==> config.mk <==
export PLATFORM = sky130hd
export DESIGN_NAME = int_level_ctrl_flat
export DESIGN_NICKNAME = d
export VERILOG_FILES = /design/src/rtl/int_level_ctrl_if.sv /design/src/rtl/int_level_ctrl.sv /design/src/flat_wrapper.sv
export SDC_FILE = /design/constraint.sdc
export NUM_CORES = 1
export LEC_CHECK = 0
export BUFFER_PORTS_ARGS = -buffer_cell sky130_fd_sc_hd__buf_2
export CAP_MARGIN = 20
export CORE_MARGIN = 5
export CORE_UTILIZATION = 50
export DETAILED_ROUTE_END_ITERATION = 8
export PLACE_DENSITY = 0.87
export RECOVER_POWER = 25
export SLEW_MARGIN = 25
export SYNTH_ARGS = -nofsm -noshare
export SYNTH_HDL_FRONTEND = slang
export SYNTH_SLANG_ARGS = --single-unit
==> constraint.sdc <==
create_clock -name clk -period 4.1 [get_ports clk]
set_clock_uncertainty 0.2 [all_clocks]
set_input_delay 0.82 -clock clk [delete_from_list [all_inputs] [get_ports clk]]
set_output_delay 0.82 -clock clk [all_outputs]
set_load 0.02 [all_outputs]
==> src/rtl/int_level_ctrl_if.sv <==
// Bus, interrupt-source and sequencer-handshake signals of the interrupt-level controller.
// The master modport drives the controller's inputs; the slave modport is the controller side.
interface int_level_ctrl_if #(
  parameter int NLEV = 16,
  parameter int LW   = $clog2(NLEV)
);
  logic            ion;
  logic [NLEV-1:0] ib_in;
  logic            pie_wr;
  logic            pid_wr;
  logic [NLEV-1:0] hw_irq;
  logic            lvl_done;
  logic            lvl_ack;
  logic [1:0]      rd_sel;
  logic [NLEV-1:0] ib_out;
  logic            lvl_req;
  logic [LW-1:0]   lvl_new;
  logic [LW-1:0]   pil;
  logic [LW-1:0]   pvl;
  logic            busy;

  modport master (
    output ion, ib_in, pie_wr, pid_wr, hw_irq, lvl_done, lvl_ack, rd_sel,
    input  ib_out, lvl_req, lvl_new, pil, pvl, busy
  );

  modport slave (
    input  ion, ib_in, pie_wr, pid_wr, hw_irq, lvl_done, lvl_ack, rd_sel,
    output ib_out, lvl_req, lvl_new, pil, pvl, busy
  );
endinterface

==> src/rtl/int_level_ctrl.sv <==
// Interrupt-level controller: PID/PIE registers, a priority encoder and a
// req/ack level-switch handshake that tracks the current (PIL) and previous (PVL) level.
module int_level_ctrl #(
  parameter int              NLEV   = 16,
  parameter int              LW     = $clog2(NLEV),
  parameter logic [NLEV-1:0] HWMASK = 16'hFC00,
  parameter int              SETTLE = 2
) (
  input  logic            clk,
  input  logic            rst_n,
  input  logic            mclr,
  int_level_ctrl_if.slave bus
);

  typedef enum logic [1:0] {
    ST_IDLE,
    ST_REQ,
    ST_SETTLE
  } state_t;

  state_t          state, state_n;
  logic [NLEV-1:0] pid, pid_n;
  logic [NLEV-1:0] pie;
  logic [LW-1:0]   pil_q, pil_n;
  logic [LW-1:0]   pvl_q, pvl_n;
  logic            req_q, req_n;
  logic [LW-1:0]   new_q, new_n;
  logic [3:0]      cnt, cnt_n;
  logic [NLEV-1:0] act;
  logic [LW-1:0]   top;

  // Hardware set beats a software write, which beats a level-done clear.
  always_comb begin
    pid_n = pid;
    for (int i = 0; i < NLEV; i++) begin
      if (HWMASK[i] && bus.hw_irq[i])
        pid_n[i] = 1'b1;
      else if (bus.pid_wr && !HWMASK[i])
        pid_n[i] = bus.ib_in[i];
      else if (bus.lvl_done && (LW'(i) == pil_q))
        pid_n[i] = 1'b0;
    end
  end

  assign act = pid & pie;

  always_comb begin
    top = '0;
    for (int i = 0; i < NLEV; i++)
      if (act[i]) top = LW'(i);
  end

  always_comb begin
    state_n = state;
    req_n   = req_q;
    new_n   = new_q;
    pil_n   = pil_q;
    pvl_n   = pvl_q;
    cnt_n   = cnt;
    case (state)
      ST_IDLE: begin
        if (bus.ion && (top != pil_q)) begin
          req_n   = 1'b1;
          new_n   = top;
          state_n = ST_REQ;
        end
      end
      // The target stays frozen here; a higher level is picked up after SETTLE.
      ST_REQ: begin
        if (bus.lvl_ack) begin
          pvl_n   = pil_q;
          pil_n   = new_q;
          req_n   = 1'b0;
          cnt_n   = 4'(SETTLE - 1);
          state_n = ST_SETTLE;
        end else if (!bus.ion) begin
          req_n   = 1'b0;
          state_n = ST_IDLE;
        end
      end
      ST_SETTLE: begin
        if (cnt == 4'd0)
          state_n = ST_IDLE;
        else
          cnt_n = cnt - 4'd1;
      end
      default: state_n = ST_IDLE;
    endcase
  end

  always_ff @(posedge clk or negedge rst_n) begin
    if (!rst_n) begin
      state <= ST_IDLE;
      pid   <= '0;
      pie   <= '0;
      pil_q <= '0;
      pvl_q <= '0;
      req_q <= 1'b0;
      new_q <= '0;
      cnt   <= '0;
    end else if (mclr) begin
      state <= ST_IDLE;
      pid   <= '0;
      pie   <= '0;
      pil_q <= '0;
      pvl_q <= '0;
      req_q <= 1'b0;
      new_q <= '0;
      cnt   <= '0;
    end else begin
      state <= state_n;
      pid   <= pid_n;
      if (bus.pie_wr) pie <= bus.ib_in;
      pil_q <= pil_n;
      pvl_q <= pvl_n;
      req_q <= req_n;
      new_q <= new_n;
      cnt   <= cnt_n;
    end
  end

  always_comb begin
    case (bus.rd_sel)
      2'd0:    bus.ib_out = pid;
      2'd1:    bus.ib_out = pie;
      2'd2:    bus.ib_out = NLEV'({pvl_q, pil_q});
      default: bus.ib_out = '0;
    endcase
  end

  assign bus.lvl_req = req_q;
  assign bus.lvl_new = new_q;
  assign bus.pil     = pil_q;
  assign bus.pvl     = pvl_q;
  assign bus.busy    = (state != ST_IDLE);

endmodule

==> src/flat_wrapper.sv <==
// flat-port wrapper written by rule: the top's interface ports become plain ports
module int_level_ctrl_flat 
#(
  parameter int              NLEV   = 16,
  parameter int              LW     = $clog2(NLEV),
  parameter logic [NLEV-1:0] HWMASK = 16'hFC00,
  parameter int              SETTLE = 2
)
  (clk, rst_n, mclr, bus_ion, bus_ib_in, bus_pie_wr, bus_pid_wr, bus_hw_irq, bus_lvl_done, bus_lvl_ack, bus_rd_sel, bus_ib_out, bus_lvl_req, bus_lvl_new, bus_pil, bus_pvl, bus_busy);
  int_level_ctrl_if #(.NLEV(NLEV), .LW(LW)) bus_i ();
  input  logic clk;
  input  logic rst_n;
  input  logic mclr;
  input wire logic [$bits(bus_i.ion)-1:0] bus_ion;
  input wire logic [$bits(bus_i.ib_in)-1:0] bus_ib_in;
  input wire logic [$bits(bus_i.pie_wr)-1:0] bus_pie_wr;
  input wire logic [$bits(bus_i.pid_wr)-1:0] bus_pid_wr;
  input wire logic [$bits(bus_i.hw_irq)-1:0] bus_hw_irq;
  input wire logic [$bits(bus_i.lvl_done)-1:0] bus_lvl_done;
  input wire logic [$bits(bus_i.lvl_ack)-1:0] bus_lvl_ack;
  input wire logic [$bits(bus_i.rd_sel)-1:0] bus_rd_sel;
  output wire logic [$bits(bus_i.ib_out)-1:0] bus_ib_out;
  output wire logic [$bits(bus_i.lvl_req)-1:0] bus_lvl_req;
  output wire logic [$bits(bus_i.lvl_new)-1:0] bus_lvl_new;
  output wire logic [$bits(bus_i.pil)-1:0] bus_pil;
  output wire logic [$bits(bus_i.pvl)-1:0] bus_pvl;
  output wire logic [$bits(bus_i.busy)-1:0] bus_busy;
  assign bus_i.ion = bus_ion;
  assign bus_i.ib_in = bus_ib_in;
  assign bus_i.pie_wr = bus_pie_wr;
  assign bus_i.pid_wr = bus_pid_wr;
  assign bus_i.hw_irq = bus_hw_irq;
  assign bus_i.lvl_done = bus_lvl_done;
  assign bus_i.lvl_ack = bus_lvl_ack;
  assign bus_i.rd_sel = bus_rd_sel;
  assign bus_ib_out = bus_i.ib_out;
  assign bus_lvl_req = bus_i.lvl_req;
  assign bus_lvl_new = bus_i.lvl_new;
  assign bus_pil = bus_i.pil;
  assign bus_pvl = bus_i.pvl;
  assign bus_busy = bus_i.busy;
  int_level_ctrl #(.NLEV(NLEV), .LW(LW), .HWMASK(HWMASK), .SETTLE(SETTLE)) u_core (.clk(clk), .rst_n(rst_n), .mclr(mclr), .bus(bus_i));
endmodule
After elaboration in Yosys (flattened, before gate mapping):

Index checks and enable logic that the tools add are counted.

* bitwise gates (word level): 1
* $lt $le $gt $ge: 0
* multiply operators: 0
* div/mod/pow operators: 0
* equal/unequal tests: 25
* reductions and logical operators: 50
* multiplexer cells: 75
* add/sub/neg operators: 1
* shift-type cells: 0

Operator list (count)
* 2-to-1 mux 4 bit: 20
* nonzero test 3 bit: 18
* 2-to-1 mux 16 bit: 3
* case mux 16 bit (3 select lines): 1
* 2-to-1 mux 1 bit: 37
* == test 4 bit, first input constant: 8
* logical AND 1 bit: 17
* AND 16 bit: 1
* == test 3 x 4 -> 1 bit, first input constant: 4
* 2-to-1 mux 2 bit: 7
* 2-to-1 mux 3 bit: 4
* nonzero test 2 bit: 6
* AND reduction 3 bit: 3
* == test 2 x 4 -> 1 bit, first input constant: 2
* zero test 4 bit: 2
* case mux 4 bit (2 select lines): 1
* inequality test 3 x 2 -> 1 bit, second input constant: 2
* inequality test 3 bit, second input constant: 2
* case mux 2 bit (3 select lines): 1
* == test 1 x 4 -> 1 bit, first input constant: 1
* == test 2 x 1 -> 1 bit, second input constant: 2
* == test 2 bit, second input constant: 2
* zero test 2 bit: 2
* inequality test 4 bit: 1
* 4 further kinds: 5

* output and inout bits: 30
* memory bits (read-only): 0
* word-level logic and storage cells: 175
* bits in writable memories: 0
* bits of input ports: 42
* bits in latches: 0
* memories: 0
* flip-flop bits (word level): 51

Longest topological paths before layout:

Gate-level depths: netlist (run 1).

* depth after elaboration: 21
* gate-level depth with buffers: 8
* mapped depth without buffers: 8

Least setup slack after synthesis (run 1):

No wires, ideal clock.

* kind: input to output
* start point: in bus_rd_sel[0]
* end point: out bus_ib_out[4]
* arrival: 2054 ps
* buffers on the path: 2
* stages on the path: 4
* required time: 3080 ps
* slack: 1026 ps
* cell sequence: clkbuf_1 -> buf_2 -> mux2i_1 -> o21ai_0

* longest elaborated chain between the ends: 2
* elaborated cells between the ends (all ways): 4
* those cells by class: eq/ne (2); mux (1); reduce/logical (1)

RTL lines
* from (decl): line flat_wrapper.sv:21 `input wire logic [$bits(bus_i.rd_sel)-1:0] bus_rd_sel;`
* == test 2 bit (tied with other cells): line int_level_ctrl.sv:123 `case (bus.rd_sel)`
* case mux 16 bit (3 select lines) *: line int_level_ctrl.sv:123
* to (decl): line flat_wrapper.sv:22 `output wire logic [$bits(bus_i.ib_out)-1:0] bus_ib_out;`

Every way passes the cells marked *; elsewhere a longest branch is shown, timed or not.

Worst setup path after layout (run 1):

* start point: in bus_rd_sel[1]
* end point: out bus_ib_out[6]

The elaborated chain is that of the path after synthesis.

==> summary.md, run 1 <==
| Metric | Value |
|---|---|
| Largest net degree at the start of global routing | `54` |
| Layout Nets | `400` |
| Clk root buf | `clkbuf_8` |
| Synth Warn # | `0` |
| Pre-antenna DRT Iters | `4` |
| Synth Cell Area | `2860 µm²` |
| Peak fanout along the critical path | `17` |
| Port Buf Inserts | `61` |
| Share of post-route cells with drive strength above 1 | `23.5%` |
| CTS Buf Count | `5` |
| Clk slew on worst S/H paths | `0.09 ns` |
| Worst vdd ir | `0.000248 V` |
| Pwr Total | `1.13 mW` |
| Setup CP Type | `in2out` |
| Gr usage total | `20.9%` |
| Final hold vios | `0` |
| Status | `finished, final reports clean` |
| Final critical-path share of the clock period | `74.3%` |
| Bufs and invs on worst path | `2` |
| Via density | `5.86` |
| Commonest non-fill, non-tap cells in the layout | `buf_2 (60), dfrtp_1 (51), nor2_1 (44), mux2i_1 (41), nand2_1 (31)` |
| CP most frequent cell | `buf_2` |
| Post-CTS Hold Buffers | `0` |
| Synth Instances | `305` |
| RSZ-0062 raised after global routing | `false` |
| Area of placed instances | `3190 µm²` |
| Post-synth EDFFs | `0` |
| Longest Clk Path Bufs | `2` |
| I/O pins | `72` |
| First-pass GRT wire length | `12400 µm` |
| Fmax | `0.328 GHz` |
| Worst endpoint required time | `3.08 ns` |
| Clock period minus worst slack | `3.05 ns` |
| Initial Utilization | `51.7%` |
| Synth Register Bits | `51` |
| Pleak | `1.71 nW` |
| Asr flop ratio synth | `100%` |
| Maxcap violations | `0` |
| Delay-heaviest family, CP | `simple AND/OR/NAND/NOR gates` |
| Die X-Extent | `85.7 µm` |
| Final Cell Area | `3310 µm²` |
| Clock sinks | `51` |
| Fill cell count | `491` |
| DRC Markers | `0` |
| Sequential share of the synthesized area | `44.6%` |
| Syn nets | `349` |
| Commonest non-fill, non-tap cell in the layout | `buf_2` |
| Slew margin rel. | `37.1%` |
| Number of distinct library cells after synthesis | `45` |
| Placer Congestion | `0.847` |
| Routed Antenna Nets | `0` |
| Final TNS setup | `0 ns` |
| Vias in the first global route | `2602` |
| DRT iter0 DRCs | `194` |
| Initial antenna violation count | `0` |
| Crit start category | `input port` |
| Avg Inst Size Synth | `9.39 µm²` |
| Hold WC Path Type | `reg2reg` |
| Slowest cell on the critical path | `nor2b_1` |
| Ys flop type | `dfrtp_1` |
| Area of the core | `5540 µm²` |
| Die Span Y | `85.7 µm` |
| PD cells | `340 nW/µm²` |
| H-Tree Depth | `2` |
| WP data arrival | `2.03 ns` |
| Final Max Tran Viols | `0` |
| Wirelength per Cell | `17.1 µm` |
| P&R area growth vs syn | `15.7%` |
| Std cell rows | `27` |
| Critical Path Sink Type | `output pin` |
| Detailed placer's ending HPWL | `5190 µm` |
| GRT overflow | `0` |
| Post-CTS Setup Inserts | `0` |
| TritonCTS clock tree | `yes` |
| Post-cts sizing count | `0` |
| CP Cell Sequence | `buf_2, nor2b_1, nand2_1, o21ai_0, buf_2` |
| Worst-margin pin slew | `0.943 ns` |
| Routed wire length | `7360 µm` |
| Via count of the routed design | `2515` |
| Inserted Diodes | `0` |
| Slowest stage delay, CP | `0.51 ns` |
| Clock latency on the worst-skew pair | `0.31 ns` |
| Area of the die | `7340 µm²` |
| Setup Viol. Count Final | `0` |
-- worst register-to-register path, cell delays in order (launching register included) --
cell	delay, ns
dfrtp_1	0.47
a22oi_4	0.27
o211ai_1	0.13
a31oi_1	0.27
xor2_1	0.21
nand2_1	0.13
o21ai_2	0.26
mux2_1	0.35
-- state kept, by name, summed over array words and instances (netlist names) --
signal and count:
u_core.bus.lvl_req 1, u_core.state 2, u_core.pie 16, u_core.bus.pvl 4, u_core.bus.lvl_new 4, u_core.cnt 4, u_core.bus.pil 4, u_core.pid 16
-- power breakdown --
| group | internal (mW) | leakage (nW) | switching (mW) |
|---|---|---|---|
| sequential | 0.529 | 0.683 | 0.0323 |
| combinational | 0.0799 | 0.970 | 0.119 |
| clock | 0.198 | 0.0612 | 0.169 |
| total | 0.807 | 1.71 | 0.321 |
-- cells in the mapped netlist, types with 2 or more instances --
cell	count	area (µm²)
a21oi_1	21	105
a22o_2	2	20.0
a22oi_1	3	22.5
a31oi_1	3	18.8
a32oi_1	3	26.3
buf_1	3	11.3
buf_2	2	10.0
clkbuf_1	12	45.0
dfrtp_1	51	1280
ha_1	2	25.0
inv_1	8	30.0
mux2_1	2	22.5
mux2_2	2	22.5
mux2i_1	41	410
nand2_1	31	116
nand2b_1	9	56.3
nand3_1	2	10.0
nand3b_1	3	22.5
nor2_1	44	165
nor2b_1	5	31.3
nor3_1	4	20.0
o211ai_1	5	37.5
o21ai_0	19	95.1
o311ai_0	3	26.3
or2_2	4	25.0
or3_1	2	12.5
-- cell type report --
type                    count  area [µm²]  share of cell area [%]
multi-input cells         229        1490                    45.0
flip-flops and latches     51        1280                    38.5
repair buffers             61         308                    9.29
well taps                  72        90.1                    2.72
clock buffers               6        82.6                    2.49
clock inverters             2        35.0                    1.06
inverters                   8        30.0                   0.907
-- worst paths after layout --
path                                                  from                                end  slack (ns)  cells past startpoint
worst max-delay path                         bus_rd_sel[1]                      bus_ib_out[6]        1.05                      5
worst min-delay path             u_core.cnt[1]$_DFFE_PN0P_          u_core.cnt[1]$_DFFE_PN0P_        0.32                      2
worst max register to register  u_core.pid[11]$_DFFE_PN0P_  u_core.bus.lvl_new[1]$_DFFE_PN0P_        1.70                      7
worst min register to register   u_core.cnt[1]$_DFFE_PN0P_          u_core.cnt[1]$_DFFE_PN0P_        0.32                      2
max in group asynchronous                            rst_n          u_core.pie[5]$_DFFE_PN0P_        2.92                      1
min in group asynchronous                            rst_n          u_core.pie[2]$_DFFE_PN0P_        0.34                      1
-- kinds of logic after synthesis --
family	Yosys count	synth area share (%)
AOI/OAI and AO/OA	72	17.1
xor gates and xnor gates	3	1.18
adders and majority gates	2	0.874
buffers and inverters	25	3.37
DFF	51	44.6
muxes	45	15.9
and+or+nand+nor	107	17.0
-- per-layer routing --
layer,track usage [%],part of all wire (%),wire (µm),vias to the layer above
met2,34.8,50,3670,99
met1,26.1,41,2990,1232
li1,-,-,-,1170
met3,5.86,7.6,557,14
met5,0,0,0,-
met4,7.05,2.0,144,0
-- metrics by stage --
stage	util [%]	cells	worst slack (ns)	hold slack, ns
global route	59.8	429	0.877	0.376
floorplan	-	305	1.03	0.264
finish	59.8	429	1.05	0.320
detailed placement	57.7	421	1.07	0.302
global placement	57.6	421	1.06	0.282
CTS	59.8	429	1.07	0.324
No activity file was read; power rests on OpenSTA's default activity.
==> run 2, diff against run 1 <==
==> constraint.sdc (replaced) <==
create_clock -name clk -period 3 [get_ports clk]
set_clock_uncertainty 0.2 [all_clocks]
set_input_delay 0.6 -clock clk [delete_from_list [all_inputs] [get_ports clk]]
set_output_delay 0.6 -clock clk [all_outputs]
set_load 0.02 [all_outputs]
==> run 2 against run 1 <==
Clock power rose by 56%. Total power rose by 43%. Critical endpoint is now u_core.bus.lvl_new[2]$_DFFE_PN0P_. Largest cell class unchanged. Final area rose by 1.6%. Core utilization rose by 0.95 points. Worst hold slack got worse by 0.020 ns.
==> summary.md, run 2 (synthesis results as in run 1) <==
| Metric | Value |
|---|---|
| Die Span Y | `85.7 µm (unchanged)` |
| First-pass GRT wire length | `12400 µm (+0.11%)` |
| Initial antenna violation count | `0 (unchanged)` |
| Slew margin rel. | `7.54% (-30 points)` |
| Critical Path Sink Type | `flop` |
| Power share of the clock group | `35.4% (+2.9 points)` |
| Placed instance count | `427 (+1.4%)` |
| Register area | `1280 µm² (unchanged)` |
| Pre-antenna DRT Iters | `5 (+1)` |
| Comb pwr share | `17.1% (-0.6 points)` |
| DRC Markers | `0 (unchanged)` |
| Initial Utilization | `51.7% (unchanged)` |
| Status | `finished, final reports clean` |
| Clock latency on the worst-skew pair | `0.31 ns (about the same)` |
| Layout Nets | `406 (+1.5%)` |
| Post-CTS Hold Buffers | `0 (unchanged)` |
| P&R area growth vs syn | `17.5%` |
| PD cells | `480 nW/µm² (+41%)` |
| Commonest non-fill, non-tap cell in the layout | `buf_2` |
| Area of the die | `7340 µm² (unchanged)` |
| Gr usage total | `20.9% (about the same)` |
| Crit path from | `u_core.pid[11]$_DFFE_PN0P_` |
| Maxcap violations | `0 (unchanged)` |
| Non-Filler Instances | `435 (+1.4%)` |
| Placer Congestion | `0.837 (-1.2%)` |
| Vias in the first global route | `2517 (-3.3%)` |
| Post-CTS Setup Inserts | `0 (unchanged)` |
| Std cell rows | `27 (unchanged)` |
| Sequential share of power | `47.5% (-2.3 points)` |
| Routed wire length | `7440 µm (+1.1%)` |
| Commonest non-fill, non-tap cells in the layout | `buf_2 (60), dfrtp_1 (51), nor2_1 (44), mux2i_1 (41), nand2_1 (31)` |
| CTS Buf Count | `5 (unchanged)` |
| Final hold vios | `0 (unchanged)` |
| Fmax | `0.412 GHz` |
| Worst vdd ir | `0.000321 V (+29%)` |
| TritonCTS clock tree | `yes` |
| Inserted Diodes | `0 (unchanged)` |
| H-Tree Depth | `2 (unchanged)` |
| P_sw | `447 µW (+40%)` |
| Final Max Tran Viols | `0 (unchanged)` |
| RSZ-0062 raised after global routing | `false` |
| Longest Clk Path Bufs | `2 (unchanged)` |
| Clock period minus worst slack | `2.43 ns` |
| Area of the core | `5540 µm² (unchanged)` |
| Post-cts sizing count | `0 (unchanged)` |
| Worst reg2reg endpoint | `u_core.bus.lvl_new[2]$_DFFE_PN0P_` |
| Setup Viol. Count Final | `0 (unchanged)` |
| Via count of the routed design | `2526 (+0.44%)` |
| R2R depth | `7 (unchanged)` |
| Die X-Extent | `85.7 µm (unchanged)` |
| Hold WC Path Type | `in2reg` |
| Worst endpoint required time | `2.99 ns (-0.09 ns)` |
| Share of post-route cells with drive strength above 1 | `24.0% (+0.44 points)` |
| Largest net degree at the start of global routing | `49 (-9.3%)` |
| Clock sinks | `51 (unchanged)` |
| I/O pins | `72 (unchanged)` |
| RR Startpoint | `u_core.pid[11]$_DFFE_PN0P_` |
| Crit start category | `flop` |
| Setup CP Type | `reg2reg` |
| Via density | `5.81 (-0.95%)` |
| Port Buf Inserts | `61 (unchanged)` |
| Fill cell count | `490 (-0.20%)` |
| GRT overflow | `0 (unchanged)` |
| Final TNS setup | `0 ns (unchanged)` |
| Final critical-path share of the clock period | `80.9%` |
| Worst-margin pin slew | `1.39 ns (+0.444 ns)` |
| Clk root buf | `clkbuf_8` |
| Peak fanout along the critical path | `5 (-12)` |
| WP data arrival | `2.42 ns (+0.39 ns)` |
| Regs by FF count | `u_core.pid x16, u_core.pie x16` |
| Clk slew on worst S/H paths | `0.10 ns (about the same)` |
| Detailed placer's ending HPWL | `5350 µm (+3.0%)` |
| Routed Antenna Nets | `0 (unchanged)` |
| DRT iter0 DRCs | `201 (+3.6%)` |
| CP endpoint | `u_core.bus.lvl_new[2]$_DFFE_PN0P_` |
| Register-to-register setup slack | `0.57 ns (-1.13 ns)` |
| Pleak | `1.74 nW (+1.2%)` |
| Internal power | `1.17 mW (+45%)` |
| Switching Share | `27.7% (-0.75 points)` |
| Wirelength per Cell | `17.1 µm (-0.33%)` |
| Area of the multi-input gates | `1490 µm² (unchanged)` |
[run 2: critical path, cell delays in order, from the launching register on]
cell      delay (ns)
dfrtp_1         0.47
a22oi_4         0.27
o211ai_1        0.13
a31oi_1         0.29
xor2_1          0.23
nand2_1         0.13
o21ai_2         0.24
mux2_1          0.35
[run 2: worst min path at each step]
stage,start,to,cells after the start
2_1_floorplan,rst_n,u_core.bus.lvl_new[0]$_DFFE_PN0P_,0
3_3_place_gp,u_core.cnt[1]$_DFFE_PN0P_,u_core.cnt[1]$_DFFE_PN0P_,2
3_5_place_dp,u_core.cnt[1]$_DFFE_PN0P_,u_core.cnt[1]$_DFFE_PN0P_,2
4_1_cts,rst_n,u_core.pid[1]$_DFFE_PN0P_,1
5_1_grt,mclr,u_core.state[1]$_DFFE_PN0P_,2
6_report,mclr,u_core.bus.lvl_req$_DFFE_PN0P_,2
[run 2: cell type report]
| cell class | instances | area share, % |
|---|---|---|
| clock inverters | 3 | 2.01 |
| inverters | 8 | 0.893 |
| clock buffers | 5 | 2.05 |
| repair buffers | 67 | 10.2 |
| multi-input cells | 229 | 44.3 |
| flip-flops and latches | 51 | 37.9 |
| well taps | 72 | 2.68 |
[run 2: power groups by stage]
| stage | sequential (mW) | combinational, mW | clock [mW] |
|---|---|---|---|
| global route | 0.772 | 0.305 | 0.604 |
| floorplan | 0.776 | 0.176 | 0 |
| global placement | 0.776 | 0.269 | 0 |
| finish | 0.767 | 0.276 | 0.572 |
| detailed placement | 0.779 | 0.277 | 0 |
| CTS | 0.765 | 0.279 | 0.571 |
[run 2: layer usage]
layer | routed length (µm) | GRT usage [%] | vias up
met1 | 3200 | 28.4 | 1227
met5 | 0 | 0 | -
met2 | 3590 | 33.1 | 100
li1 | - | - | 1183
met4 | 127 | 6.91 | 0
met3 | 524 | 4.51 | 16
[run 2: per-stage QoR]
step | utilization, % | instance area [µm²] | power [mW] | setup slack, ns | hold WS (ns)
global placement | 58.4 | 3240 | 1.04 | 0.630 | 0.283
detailed placement | 58.4 | 3240 | 1.06 | 0.602 | 0.301
CTS | 60.9 | 3370 | 1.62 | 0.575 | 0.0961
global route | 60.7 | 3360 | 1.68 | 0.471 | 0.306
finish | 60.7 | 3360 | 1.62 | 0.572 | 0.301
floorplan | - | 2860 | 0.951 | 0.366 | 0.104
==> run 3, diff against run 2 <==
--- a/config.mk
+++ b/config.mk
@@ -8,7 +8,7 @@
 export BUFFER_PORTS_ARGS = -buffer_cell sky130_fd_sc_hd__buf_2
 export CAP_MARGIN = 20
 export CORE_MARGIN = 5
-export CORE_UTILIZATION = 50
+export CORE_UTILIZATION = 48
 export DETAILED_ROUTE_END_ITERATION = 8
 export PLACE_DENSITY = 0.87
 export RECOVER_POWER = 25
==> constraint.sdc (replaced) <==
create_clock -name clk -period 2.2 [get_ports clk]
set_clock_uncertainty 0.2 [all_clocks]
set_input_delay 0.44 -clock clk [delete_from_list [all_inputs] [get_ports clk]]
set_output_delay 0.44 -clock clk [all_outputs]
set_load 0.02 [all_outputs]
==> run 3 against run 2 <==
Critical endpoint is now u_core.bus.lvl_new[1]$_DFFE_PN0P_. Worst hold slack got worse by 0.14 ns. Largest cell class unchanged. The run now ends with setup timing left. Critical path depth unchanged. Combinational power increased by 76%. Clock-buffer cell count increased by 1. Non-clock buffer count increased by 27. Via count increased by 4.2%. Global-route usage increased by 0.59 points. Worst setup slack got worse by 0.76 ns. Die area increased by 3.7%. First-iteration DRC count increased by 21%. Wire length increased by 4.6%. Cell count increased by 6.4%.
==> summary.md, run 3 (synthesis results as in run 1) <==
| Metric | Value |
|---|---|
| GRT overflow | `0 (unchanged)` |
| Initial antenna violation count | `0 (unchanged)` |
| Commonest non-fill, non-tap cells in the layout | `buf_2 (59), dfrtp_1 (48), nor2_1 (44), mux2i_1 (41), nand2_1 (31)` |
| Crit start category | `flop` |
| Longest Clk Path Bufs | `2 (unchanged)` |
| Slew margin rel. | `19.0% (+11 points)` |
| Placed instance count | `450 (+5.4%)` |
| Gr usage total | `21.5% (+0.59 points)` |
| Failing checks | `setup timing` |
| Share of post-route cells with drive strength above 1 | `31.4% (+7.5 points)` |
| Fmax | `0.418 GHz (+1.6%)` |
| First-pass GRT wire length | `12700 µm (+2.8%)` |
| Regs by FF count | `u_core.pid x16, u_core.pie x16` |
| Final core utilization | `61.2% (+0.52 points)` |
| CTS Buf Count | `5 (unchanged)` |
| PD cells | `565 nW/µm² (+18%)` |
| Clk slew on worst S/H paths | `0.09 ns (about the same)` |
| Critical Path Sink Type | `flop` |
| Pleak | `1.86 nW (+7.2%)` |
| Via count of the routed design | `2632 (+4.2%)` |
| Pre-antenna DRT Iters | `4 (-1)` |
| Peak fanout along the critical path | `4 (-1)` |
| Area of the core | `5850 µm² (+5.6%)` |
| Bufs and invs on worst path | `0 (unchanged)` |
| Clock sinks | `51 (unchanged)` |
| Detailed placer's ending HPWL | `5610 µm (+5.0%)` |
| Worst-margin pin slew | `1.22 ns (-0.172 ns)` |
| Register-to-register setup slack | `-0.19 ns (-0.76 ns)` |
| Maxcap violations | `0 (unchanged)` |
| Routed Antenna Nets | `0 (unchanged)` |
| DRT iter0 DRCs | `244 (+21%)` |
| CP Cell Sequence | `a22oi_4, o211ai_1, a31oi_1, xor2_1, nand2_1, o21ai_4, mux2_4` |
| Status | `complete, but fails checks` |
| P&R area growth vs syn | `25.2%` |
| Final critical-path share of the clock period | `109% (+28 points)` |
| WP data arrival | `2.38 ns (-0.04 ns)` |
| Clock latency on the worst-skew pair | `0.30 ns (about the same)` |
| Area of the die | `7610 µm² (+3.7%)` |
| Largest net degree at the start of global routing | `43 (-12%)` |
| Setup Viol. Count Final | `6 (+6)` |
| Slowest cell on the critical path | `dfrtp_2` |
| Final Max Tran Viols | `0 (unchanged)` |
| DRC Markers | `0 (unchanged)` |
| Slowest stage delay, CP | `0.45 ns (-0.02 ns)` |
| H-Tree Depth | `2 (unchanged)` |
| Delay-heaviest family, CP | `compound AO/OA/AOI/OAI gates` |
| Port Buf Inserts | `61 (unchanged)` |
| Worst endpoint required time | `2.19 ns (-0.80 ns)` |
| I/O pins | `72 (unchanged)` |
| Worst vdd ir | `0.000362 V (+13%)` |
| Wirelength per Cell | `16.8 µm (-1.7%)` |
| TritonCTS clock tree | `yes` |
| Vias in the first global route | `2655 (+5.5%)` |
| Clk root buf | `clkbuf_8` |
| Inserted Diodes | `0 (unchanged)` |
| Die X-Extent | `87.2 µm (+1.8%)` |
| Hold WC Path Type | `in2reg` |
| Via density | `5.68 (-2.1%)` |
| Std cell rows | `28 (+3.7%)` |
| Final Worst Setup Slack | `-0.190 ns (-0.762 ns)` |
| Non-Filler Instances | `463 (+6.4%)` |
| Layout Nets | `433 (+6.7%)` |
| Die Span Y | `87.2 µm (+1.8%)` |
| Clock period minus worst slack | `2.39 ns (-0.0382 ns)` |
| Setup CP Type | `reg2reg` |
| Routed wire length | `7780 µm (+4.6%)` |
| Placer Congestion | `0.882 (+5.4%)` |
| Initial Utilization | `48.9% (-2.7 points)` |
| Final hold vios | `0 (unchanged)` |
| RSZ-0062 raised after global routing | `true` |
| Commonest non-fill, non-tap cell in the layout | `buf_2` |
run 3: cell types whose count changed in the layout (fill, tap and decap cells not counted), sizes merged:
cell,previous run,this run
clkinvlp,1,0
dlygate4sd3,0,1
bufinv,2,0
buf,64,91
run 3: worst paths after layout:
| check | start | endpoint | cells after the start |
|---|---|---|---|
| min reg2reg | u_core.cnt[1]$_DFFE_PN0P_ | u_core.cnt[1]$_DFFE_PN0P_ | 2 |
| max in group asynchronous | rst_n | u_core.pid[11]$_DFFE_PN0P_ | 3 |
| min | bus_hw_irq[14] | u_core.pid[14]$_DFFE_PN0P_ | 3 |
| max reg2reg | u_core.pie[11]$_DFFE_PN0P_ | u_core.bus.lvl_new[1]$_DFFE_PN0P_ | 7 |
| min in group asynchronous | rst_n | u_core.pid[14]$_DFFE_PN0P_ | 2 |
| max | u_core.pie[11]$_DFFE_PN0P_ | u_core.bus.lvl_new[1]$_DFFE_PN0P_ | 7 |
run 3: per-stage QoR:
stage	worst slack (ns)	total power, mW	area [µm²]	TNS [ns]	hold slack [ns]
after floorplan	0.0350	1.30	2860	0	-0.0556
after global routing	-0.305	2.11	3580	-1.63	0.169
after CTS	-0.0550	2.01	3560	-0.113	0.158
after global placement	-0.0866	1.48	3420	-0.186	0.230
final	-0.190	2.02	3580	-0.916	0.163
after detailed placement	-0.112	1.49	3420	-0.268	0.241
run 3: layer usage:
layer  up-vias  global-route usage [%]  routed length (µm)
met4         0                    7.81                 120
met1      1288                    26.9                3090
met2        90                    37.3                4050
met3        10                    3.41                 518
li1       1244                       -                   -
met5         -                       0                   0
run 3: timing repair:
item / CTS / global route
resized for setup: 7 / 4
pin swaps: 4 / 4
endpoints found under the setup margin: 5 / 6
endpoints found under the hold margin: 21 / 0
hold buffers: 1 / 0
buffers inserted: 4 / 2
run 3: tightest hold or removal path, stage by stage:
cell and delay, ns:
buf_2 0.09, inv_1 0.04, a21oi_1 0.05
run 3: cell type report:
cell class | instances | area [µm²]
repair buffers | 94 | 579
fillers | 480 | 2270
clock buffers | 6 | 72.6
inverters | 8 | 30.0
well taps | 75 | 93.8
multi-input cells | 229 | 1530
flip-flops and latches | 51 | 1280
run 3: power by group:
group	total [mW]	leakage [nW]	switching [mW]	internal, mW
sequential	1.04	0.679	0.0545	0.987
clock	0.497	0.0371	0.284	0.213
combinational	0.487	1.14	0.262	0.225
